**config.mk**
```make
export PLATFORM = sky130hd
export DESIGN_NAME = audio_mixer_fade_sequencer
export DESIGN_NICKNAME = d
export VERILOG_FILES = /design/src/rtl/audio_mixer_fade_sequencer.sv
export SDC_FILE = /design/constraint.sdc
export NUM_CORES = 1
export LEC_CHECK = 0
export BUFFER_PORTS_ARGS = -buffer_cell sky130_fd_sc_hd__buf_2
export CAP_MARGIN = 10
export CELL_PAD_IN_SITES_DETAIL_PLACEMENT = 1
export CELL_PAD_IN_SITES_GLOBAL_PLACEMENT = 2
export CORE_ASPECT_RATIO = 1.25
export CORE_MARGIN = 8
export CORE_UTILIZATION = 25
export CTS_BUF_LIST = sky130_fd_sc_hd__clkbuf_8
export DETAILED_ROUTE_END_ITERATION = 16
export PLACE_DENSITY = 0.57
export SYNTH_ARGS = -nofsm -noshare
export SYNTH_HDL_FRONTEND = slang
export SYNTH_SLANG_ARGS = --single-unit
```
**constraint.sdc**
```tcl
create_clock -name clk -period 17.6 [get_ports clk]
set_input_delay 0.88 -clock clk [delete_from_list [all_inputs] [get_ports clk]]
set_output_delay 0.88 -clock clk [all_outputs]
set_load 0.05 [all_outputs]
```
**src/rtl/audio_mixer_fade_sequencer.sv**
```systemverilog
// Sample-rate sequencer for the 6-channel mixer. Generates the sample strobe and schedules
// every mixer register write, fading volume regs toward their targets once per sample.
module audio_mixer_fade_sequencer #(
   parameter int         CLK_DIV       = 1042,
   parameter int         FADE_STEP     = 1,
   parameter logic [7:0] RST_REGS [10] = '{8'd64, 8'd64, 8'd64, 8'd64, 8'd64, 8'd64,
                                           8'd128, 8'd0, 8'd25, 8'd128}
) (
   input  logic       clk,
   input  logic       rst,
   input  logic [3:0] h_addr,
   input  logic       h_wr,
   input  logic [7:0] h_din,
   output logic [7:0] h_dout,
   input  logic       mute,
   output logic       clk_en,
   output logic [3:0] c_addr,
   output logic       c_wr,
   output logic [7:0] c_din,
   output logic       ramp_active
);
   localparam int WIN = 32;
   localparam int CW  = $clog2(CLK_DIV);

   typedef enum logic {S_WAIT, S_SCAN} state_t;

   state_t        state_q;
   logic [3:0]    k_q;
   logic [CW-1:0] cnt_q, cnt_d;
   logic [7:0]    tgt_q [10];
   logic [7:0]    tgt_d [10];
   logic [7:0]    cur_q [7];
   logic [7:0]    cur_d [7];
   logic [2:0]    pend_q, pend_d;
   logic          clk_en_q, c_wr_q, c_wr_d, ramp_q, ramp_d, mute_q;
   logic [3:0]    c_addr_q, c_addr_d;
   logic [7:0]    c_din_q, c_din_d, h_dout_q, h_dout_d;
   logic [7:0]    cur_s, et_s, nxt;
   logic [8:0]    diff, stp, sum;
   logic          up, slot_v, any_ramp;

   always_comb begin
      cnt_d = (cnt_q == CW'(CLK_DIV - 1)) ? '0 : cnt_q + CW'(1);
      slot_v = (state_q == S_SCAN);

      // Volume slot: effective target, mute forces master volume toward zero
      cur_s = '0;
      et_s  = '0;
      for (int i = 0; i < 7; i++)
         if (k_q == 4'(i)) begin
            cur_s = cur_q[i];
            et_s  = tgt_q[i];
         end
      if (k_q == 4'd6 && mute) et_s = '0;

      up   = (et_s > cur_s);
      diff = up ? ({1'b0, et_s} - {1'b0, cur_s}) : ({1'b0, cur_s} - {1'b0, et_s});
      stp  = (diff < 9'(FADE_STEP)) ? diff : 9'(FADE_STEP);
      sum  = up ? ({1'b0, cur_s} + stp) : ({1'b0, cur_s} - stp);
      nxt  = sum[8] ? (up ? 8'hFF : 8'h00) : sum[7:0];

      tgt_d    = tgt_q;
      cur_d    = cur_q;
      pend_d   = pend_q;
      c_wr_d   = 1'b0;
      c_addr_d = c_addr_q;
      c_din_d  = c_din_q;

      if (slot_v && k_q < 4'd7) begin
         if (cur_s != et_s) begin
            for (int i = 0; i < 7; i++)
               if (k_q == 4'(i)) cur_d[i] = nxt;
            c_wr_d   = 1'b1;
            c_addr_d = k_q;
            c_din_d  = nxt;
         end
      end else if (slot_v) begin
         for (int i = 0; i < 3; i++)
            if (k_q == 4'(i + 7) && pend_q[i]) begin
               c_wr_d    = 1'b1;
               c_addr_d  = k_q;
               c_din_d   = tgt_q[i+7];
               pend_d[i] = 1'b0;
            end
      end

      // Host write lands after the slot logic so a colliding set beats the clear
      if (h_wr && h_addr <= 4'd9) begin
         tgt_d[h_addr] = h_din;
         for (int i = 0; i < 3; i++)
            if (h_addr == 4'(i + 7)) pend_d[i] = 1'b1;
      end

      h_dout_d = (h_addr <= 4'd9) ? tgt_q[h_addr] : '0;

      any_ramp = 1'b0;
      for (int i = 0; i < 7; i++)
         if (cur_d[i] != ((i == 6 && mute) ? 8'd0 : tgt_d[i])) any_ramp = 1'b1;
      ramp_d = ramp_q;
      if ((slot_v && k_q == 4'd9) || h_wr || (mute != mute_q)) ramp_d = any_ramp;
   end

   always_ff @(posedge clk) begin
      if (rst) begin
         cnt_q    <= '0;
         clk_en_q <= 1'b0;
         state_q  <= S_WAIT;
         k_q      <= '0;
         pend_q   <= '0;
         c_wr_q   <= 1'b0;
         c_addr_q <= '0;
         c_din_q  <= '0;
         h_dout_q <= '0;
         ramp_q   <= 1'b0;
         mute_q   <= 1'b0;
         for (int i = 0; i < 10; i++) tgt_q[i] <= RST_REGS[i];
         for (int i = 0; i < 7; i++)  cur_q[i] <= RST_REGS[i];
      end else begin
         cnt_q    <= cnt_d;
         clk_en_q <= (cnt_d == CW'(CLK_DIV - 1));
         tgt_q    <= tgt_d;
         cur_q    <= cur_d;
         pend_q   <= pend_d;
         c_wr_q   <= c_wr_d;
         c_addr_q <= c_addr_d;
         c_din_q  <= c_din_d;
         h_dout_q <= h_dout_d;
         ramp_q   <= ramp_d;
         mute_q   <= mute;
         case (state_q)
            S_WAIT:
               if (cnt_q == CW'(WIN - 1)) begin
                  state_q <= S_SCAN;
                  k_q     <= '0;
               end
            S_SCAN:
               if (k_q == 4'd9) state_q <= S_WAIT;
               else             k_q     <= k_q + 4'd1;
            default: state_q <= S_WAIT;
         endcase
      end
   end

   assign clk_en      = clk_en_q;
   assign c_wr        = c_wr_q;
   assign c_addr      = c_addr_q;
   assign c_din       = c_din_q;
   assign h_dout      = h_dout_q;
   assign ramp_active = ramp_q;

endmodule

```
Yosys cells after proc, flatten, opt, wreduce, memory -nomap -nowiden
Cells that the tools add are included.
{"block": "op_classes", "n_bitwise": 3, "n_eq_ne": 27, "n_mux": 78, "magnitude_cmp": 6, "n_addsub": 6, "reduce_logical": 16}
{"cell": "$mux W8", "n": 34}
{"cell": "$mux W56", "n": 2}
{"cell": "$bwmux W80", "n": 1}
{"cell": "$mux W80", "n": 1}
{"cell": "$ne A8 B8 Y1", "n": 8}
{"cell": "$bmux W8 S4", "n": 1}
{"cell": "$demux W8 S4", "n": 1}
{"cell": "$mux W4", "n": 8}
{"cell": "$mux W9", "n": 3}
{"cell": "$eq A11 B11 Y1 const B", "n": 2}
{"cell": "$mux W1", "n": 21}
{"cell": "$eq A4 B3 Y1 const B", "n": 5}
{"cell": "$sub A8 B8 Y9", "n": 2}
{"cell": "$eq A4 B4 Y1 const B", "n": 4}
{"cell": "$add A11 B1 Y11 const B", "n": 1}
{"cell": "$eq A11 B5 Y1 const B", "n": 1}
{"cell": "$mux W11", "n": 1}
{"cell": "$add A8 B9 Y9", "n": 1}
{"cell": "$lt A9 B1 Y1 const B", "n": 1}
{"cell": "$mux W3", "n": 3}
{"cell": "$sub A8 B9 Y9", "n": 1}
{"cell": "$eq A4 B2 Y1 const B", "n": 2}
{"cell": "$gt A8 B8 Y1", "n": 1}
{"cell": "$logic_and A1 B1 Y1", "n": 8}
{"cell": "other kinds (20)", "n": 23}
{"block": "word_totals", "output_inout_bits": 23, "register_bits": 179}

Depth between registers and ports, before layout
{"block": "depth", "ltp_word": 27, "depth_mapped": 44}

Worst setup path after synthesis
No wires, ideal clock.
{"block": "synth_path", "kind": "reg-to-reg", "from": "reg k_q[1]", "to": "reg ramp_q (netlist: ramp_active)", "slack_ps": 10144, "arrival_ps": 7325, "required_ps": 17469, "stages_incl_launch_ff": 43, "n_path_buf": 5, "cell_sequence": "dfxtp_1 inv_1 ha_1 and2_1 clkbuf_1 clkbuf_1 a221oi_1 nor3_1 a221oi_1 nand2_1 o21ai_0 nand2_1 o21a_1 ha_1 nand3_2 nor3_4 a21o_1 nor2_1 (+7 left out) inv_1 ha_1 clkinv_1 nand2_1 ha_1 buf_2 a21oi_2 o21a_1 a211oi_1 nor3_2 a2bb2oi_1 buf_2 nor2_1 a21oi_1 xnor2_1 nand4_1 nor4_1 a31oi_1"}
{"block": "synth_via", "elab_chain_cells": 27, "elab_cells_between_ends": 64, "cone_classes": "add/sub (4); order compare (3); eq/ne (15); mux (36); reduce/logical (6)"}
{"item": "start: declaration", "line_no": "28", "text": "logic [3:0] k_q;"}
{"item": "start signal: assignment", "line_no": "138", "text": "else k_q <= k_q + 4'd1;"}
{"item": "$logic_not A4 Y1", "line_no": "50, 72"}
{"item": "$mux W8 (7 in series)", "line_no": "50", "text": "if (k_q == 4'(i)) begin"}
{"item": "$mux W8", "line_no": "54", "text": "if (k_q == 4'd6 && mute) et_s = '0;"}
{"item": "$sub A8 B8 Y9 or $gt A8 B8 Y1 (tied branches)", "line_no": "57, 56"}
{"item": "$mux W9", "line_no": "57", "text": "diff = up ? ({1'b0, et_s} - {1'b0, cur_s}) : ({1'b0, cur_s} - {1'b0, et_s});"}
{"item": "$lt A9 B1 Y1", "line_no": "58", "text": "stp = (diff < 9'(FADE_STEP)) ? diff : 9'(FADE_STEP);"}
{"item": "$mux W9", "line_no": "58"}
{"item": "$sub A8 B9 Y9 or $add A8 B9 Y9 (tied branches)", "line_no": "59", "text": "sum = up ? ({1'b0, cur_s} + stp) : ({1'b0, cur_s} - stp);"}
{"item": "$mux W9", "line_no": "59"}
{"item": "$mux W8", "line_no": "60", "text": "nxt = sum[8] ? (up ? 8'hFF : 8'h00) : sum[7:0];"}
{"item": "$mux W8", "line_no": "72", "text": "if (k_q == 4'(i)) cur_d[i] = nxt;"}
{"item": "$mux W56", "line_no": "70", "text": "if (cur_s != et_s) begin"}
{"item": "$mux W56", "line_no": "69", "text": "if (slot_v && k_q < 4'd7) begin"}
{"item": "$ne A8 B8 Y1", "line_no": "98", "text": "if (cur_d[i] != ((i == 6 && mute) ? 8'd0 : tgt_d[i])) any_ramp = 1'b1;"}
{"item": "$mux W1 (7 in series)", "line_no": "98"}
{"item": "end signal: assignment", "line_no": "128", "text": "ramp_q <= ramp_d;"}
{"item": "end: declaration", "line_no": "35", "text": "logic clk_en_q, c_wr_q, c_wr_d, ramp_q, ramp_d, mute_q;"}
Parallel ways exist; a longest one is shown, timed or not.
A chain may end at the register's enable or synchronous reset.

Worst setup path in the final report
Ends and elaborated chain as after synthesis.

==> summary.txt <==
Placement
  • Port Buffer Count: 38
  • RD Place Congestion: 0.8918
  • Post-Place Cell Area: 12240 µm²
  • Post-DP HPWL: 39.35 mm

Logic synthesis
  • Ys async rst share: 0
  • Synthesized area per cell: 8.020 µm²
  • Yosys cell types: 82
  • Synthesized net count: 1484
  • Mapped Area: 11490 µm²
  • Dominant synthesized flop cell: dfxtp_1
  • Seq/Total Area, Yosys: 0.3118
  • Post-synth EDFFs: 0
  • #FFs+latches synth: 179
  • Ys Warns: 0
  • Cell count after synthesis: 1433

Timing
  • Fmax: 0.09536 GHz
  • Tcrit/Tclk final: 0.5958
  • Setup TNS: 0 ns
  • RSZ-0062 raised after global routing: no
  • Clock Skews: 0.03236 ns
  • Tmin final: 10.49 ns
  • Final hold vios: 0
  • Endpoints failing setup: 0
  • Normalized max-slew margin: 0.1953
  • Fin. max-slew vios: 0
  • Worst slew pin tran: 1.206 ns

Clock network
  • Reg clk slew, reported paths: 0.12 ns
  • Postcts setup bufs: 0
  • Cts repair resizes: 0
  • Worst-Skew Late Latency: 0.51 ns
  • Clock Tree Root: clkbuf_8
  • Num CTS Buffers: 17
  • CTS tree: built
  • H-tree levels: 4
  • # clock sinks: 179
  • Hold-fix buffers at CTS: 0
  • CTS Buffer Depth: 2

Flow run
  • Max_cap viols: 0

Setup path
  • Max stage delay on crit path: 0.96 ns
  • Critical Path Sink Type: register
  • WS Path Type: register to register
  • Worst Path Max Fanout: 16
  • Crit path launch type: register
  • Most frequent CP cell: o21ai_0
  • Worst path slowest cell: o311ai_1
  • CP Data Required Time: 17.99 ns
  • Critical Path AT: 10.88 ns

Min path
  • Hold Crit Class: register to register

Floorplanning
  • Core area: 45800 µm²
  • Die X: 207.8 µm
  • IO Count: 39
  • Die area: 53130 µm²
  • Chip height: 255.7 µm
  • Initial Util: 0.2509
  • Row count: 88

Route
  • Iter 0 DRT Violations: 689
  • Vias per inst: 5.454
  • Drt pass-1 iters: 6
  • Post-DR wirelength/cell: 26.36 µm
  • Via count: 10990
  • DRC violations left: 0
  • Final wirelength: 53.12 mm
  • Routed Antenna Nets: 0

Cells and area
  • Synthesis-to-layout area growth: 10.08%
  • Finished Cell Area: 12650 µm²
  • Antenna fix cells: 0
  • Nets: 1468
  • Share of cells above drive strength 1: 0.1007

Global routing
  • Largest net degree at the start of global routing: 84
  • Initial antenna violation count: 0
  • First-pass GRT wire length: 78.63 mm
  • Vias in the first global route: 11430
  • Total GRT Usage: 0.1968
  • Grt ovf: 0

Power and ir drop
  • Max VDD drop: 35.68 µV
  • Design internal power: 0.6131 mW
  • Sw frac: 0.3630
  • Net Switching: 0.3494 mW
  • Clock Power Share: 0.326
  • Sequential power share: 0.428
  • PD cells: 76.08 nW/µm²
  • Combinational Power Share: 0.246
  • Leak: 5.071 nW

Run status
  • Status: finished, final reports clean
## kinds of logic after synthesis
family,Yosys count,synth area share
buf+inv,138,0.04921
compound gates,355,0.2085
xor+xnor,67,0.05106
flops,179,0.3118
fa+ha+maj,35,0.04007
simple gates,541,0.2174
mux,117,0.1216
other cells,1,0.0003263
## metal layers
layer  share of wire  track usage
met1            0.42       0.2338
met2            0.50       0.3465
met3           0.038      0.02462
met4           0.048      0.09514
met5               0            0
## power groups by stage
stage	clock, mW	combinational (mW)	sequential (mW)
global placement	0	0.233	0.422
global route	0.337	0.250	0.413
floorplan	0	0.140	0.422
CTS	0.324	0.234	0.412
detailed placement	0	0.233	0.422
finish	0.314	0.237	0.412
## cell type report
class | count | area, µm²
Multi-Input combinational cell | 1116 | 7377
Clock inverter | 13 | 147.6
Sequential cell | 179 | 3583
Clock buffer | 19 | 261.5
Timing Repair Buffer | 68 | 417.9
Inverter | 35 | 131.4
Tap cell | 585 | 732.0
Fill cell | 5499 | 33150
## final timing paths
check	from	endpoint	slack, ns	depth (start not counted)
setup / recovery	k_q[1]$_SDFFE_PP0P_	ramp_active$_SDFFE_PP0P_	7.11	39
hold / removal	register	register	0.48	2
setup reg to reg	k_q[1]$_SDFFE_PP0P_	ramp_active$_SDFFE_PP0P_	7.11	39
hold reg to reg	register	register	0.48	2
## per-stage QoR
step / worst slack (ns) / hold slack [ns] / util / power (mW) / instances
2_1_floorplan: 10.14 / 0.4369 / - / 0.5623 / 1433
5_1_grt: 6.437 / 0.5025 / 0.2762 / 0.9999 / 2015
4_1_cts: 7.214 / 0.4809 / 0.2762 / 0.9698 / 2015
6_report: 7.113 / 0.4786 / 0.2762 / 0.9624 / 2015
3_5_place_dp: 7.236 / 0.4644 / 0.2673 / 0.6544 / 1983
3_3_place_gp: 7.326 / 0.4584 / 0.2673 / 0.6550 / 1983
## layout by cell type, fill, tap and decap left out, types with 10 or more instances in the layout
cell type  synthesis  layout
a21oi_1           96      95
o22ai_1           18      18
a31oi_1           10      10
nor3_1            40      37
mux4_2            16      16
mux2i_1           95      95
nand2b_1          17      17
dfxtp_1          179     179
and3_1            10      10
o21a_1            22      22
buf_2             14      37
nand3_1           36      36
clkbuf_8           0      19
ha_1              32      32
o21ai_0           54      54
buf_4              4      31
nand2_1          157     157
inv_1             34      36
a221oi_1          36      35
a211oi_1          30      30
nor2_1           194     193
xnor2_1           31      31
and2_1            25      25
a21o_1            11      11
xor2_1            36      36
nor2b_1           10      10
o211ai_1          15      15
## Yosys cell counts, types with 6 or more instances
master      n  share of area
nor2_1    194          0.063
dfxtp_1   179           0.31
nand2_1   157          0.051
a21oi_1    96          0.042
mux2i_1    95          0.083
clkbuf_1   76          0.025
o21ai_0    54          0.024
nor3_1     40          0.017
a221oi_1   36          0.027
nand3_1    36          0.016
xor2_1     36          0.027
inv_1      34          0.011
ha_1       32          0.035
xnor2_1    31          0.024
a211oi_1   30          0.020
and2_1     25          0.014
o21a_1     22          0.014
o22ai_1    18         0.0098
nand2b_1   17         0.0093
mux4_2     16          0.031
o211ai_1   15         0.0098
buf_2      14         0.0061
a21o_1     11         0.0072
a31oi_1    10         0.0054
and3_1     10         0.0054
nor2b_1    10         0.0054
nor4_1      9         0.0049
a22oi_1     7         0.0046
buf_1       7         0.0023
nand4_1     7         0.0038
o31ai_1     7         0.0046
or3_1       6         0.0033
## critical path, delay by kind of cell (launching register included)
family / cells / cell delay, ns
flip-flops: 1 / 0.38
adder cells (fa/ha/maj): 4 / 1.24
AO/OA/AOI/OAI: 15 / 3.67
buffers and inverters: 4 / 0.87
XOR/XNOR: 1 / 0.23
multiplexers: 1 / 0.28
AND/OR/NAND/NOR: 14 / 3.66
(Power assumes the default switching activity.)
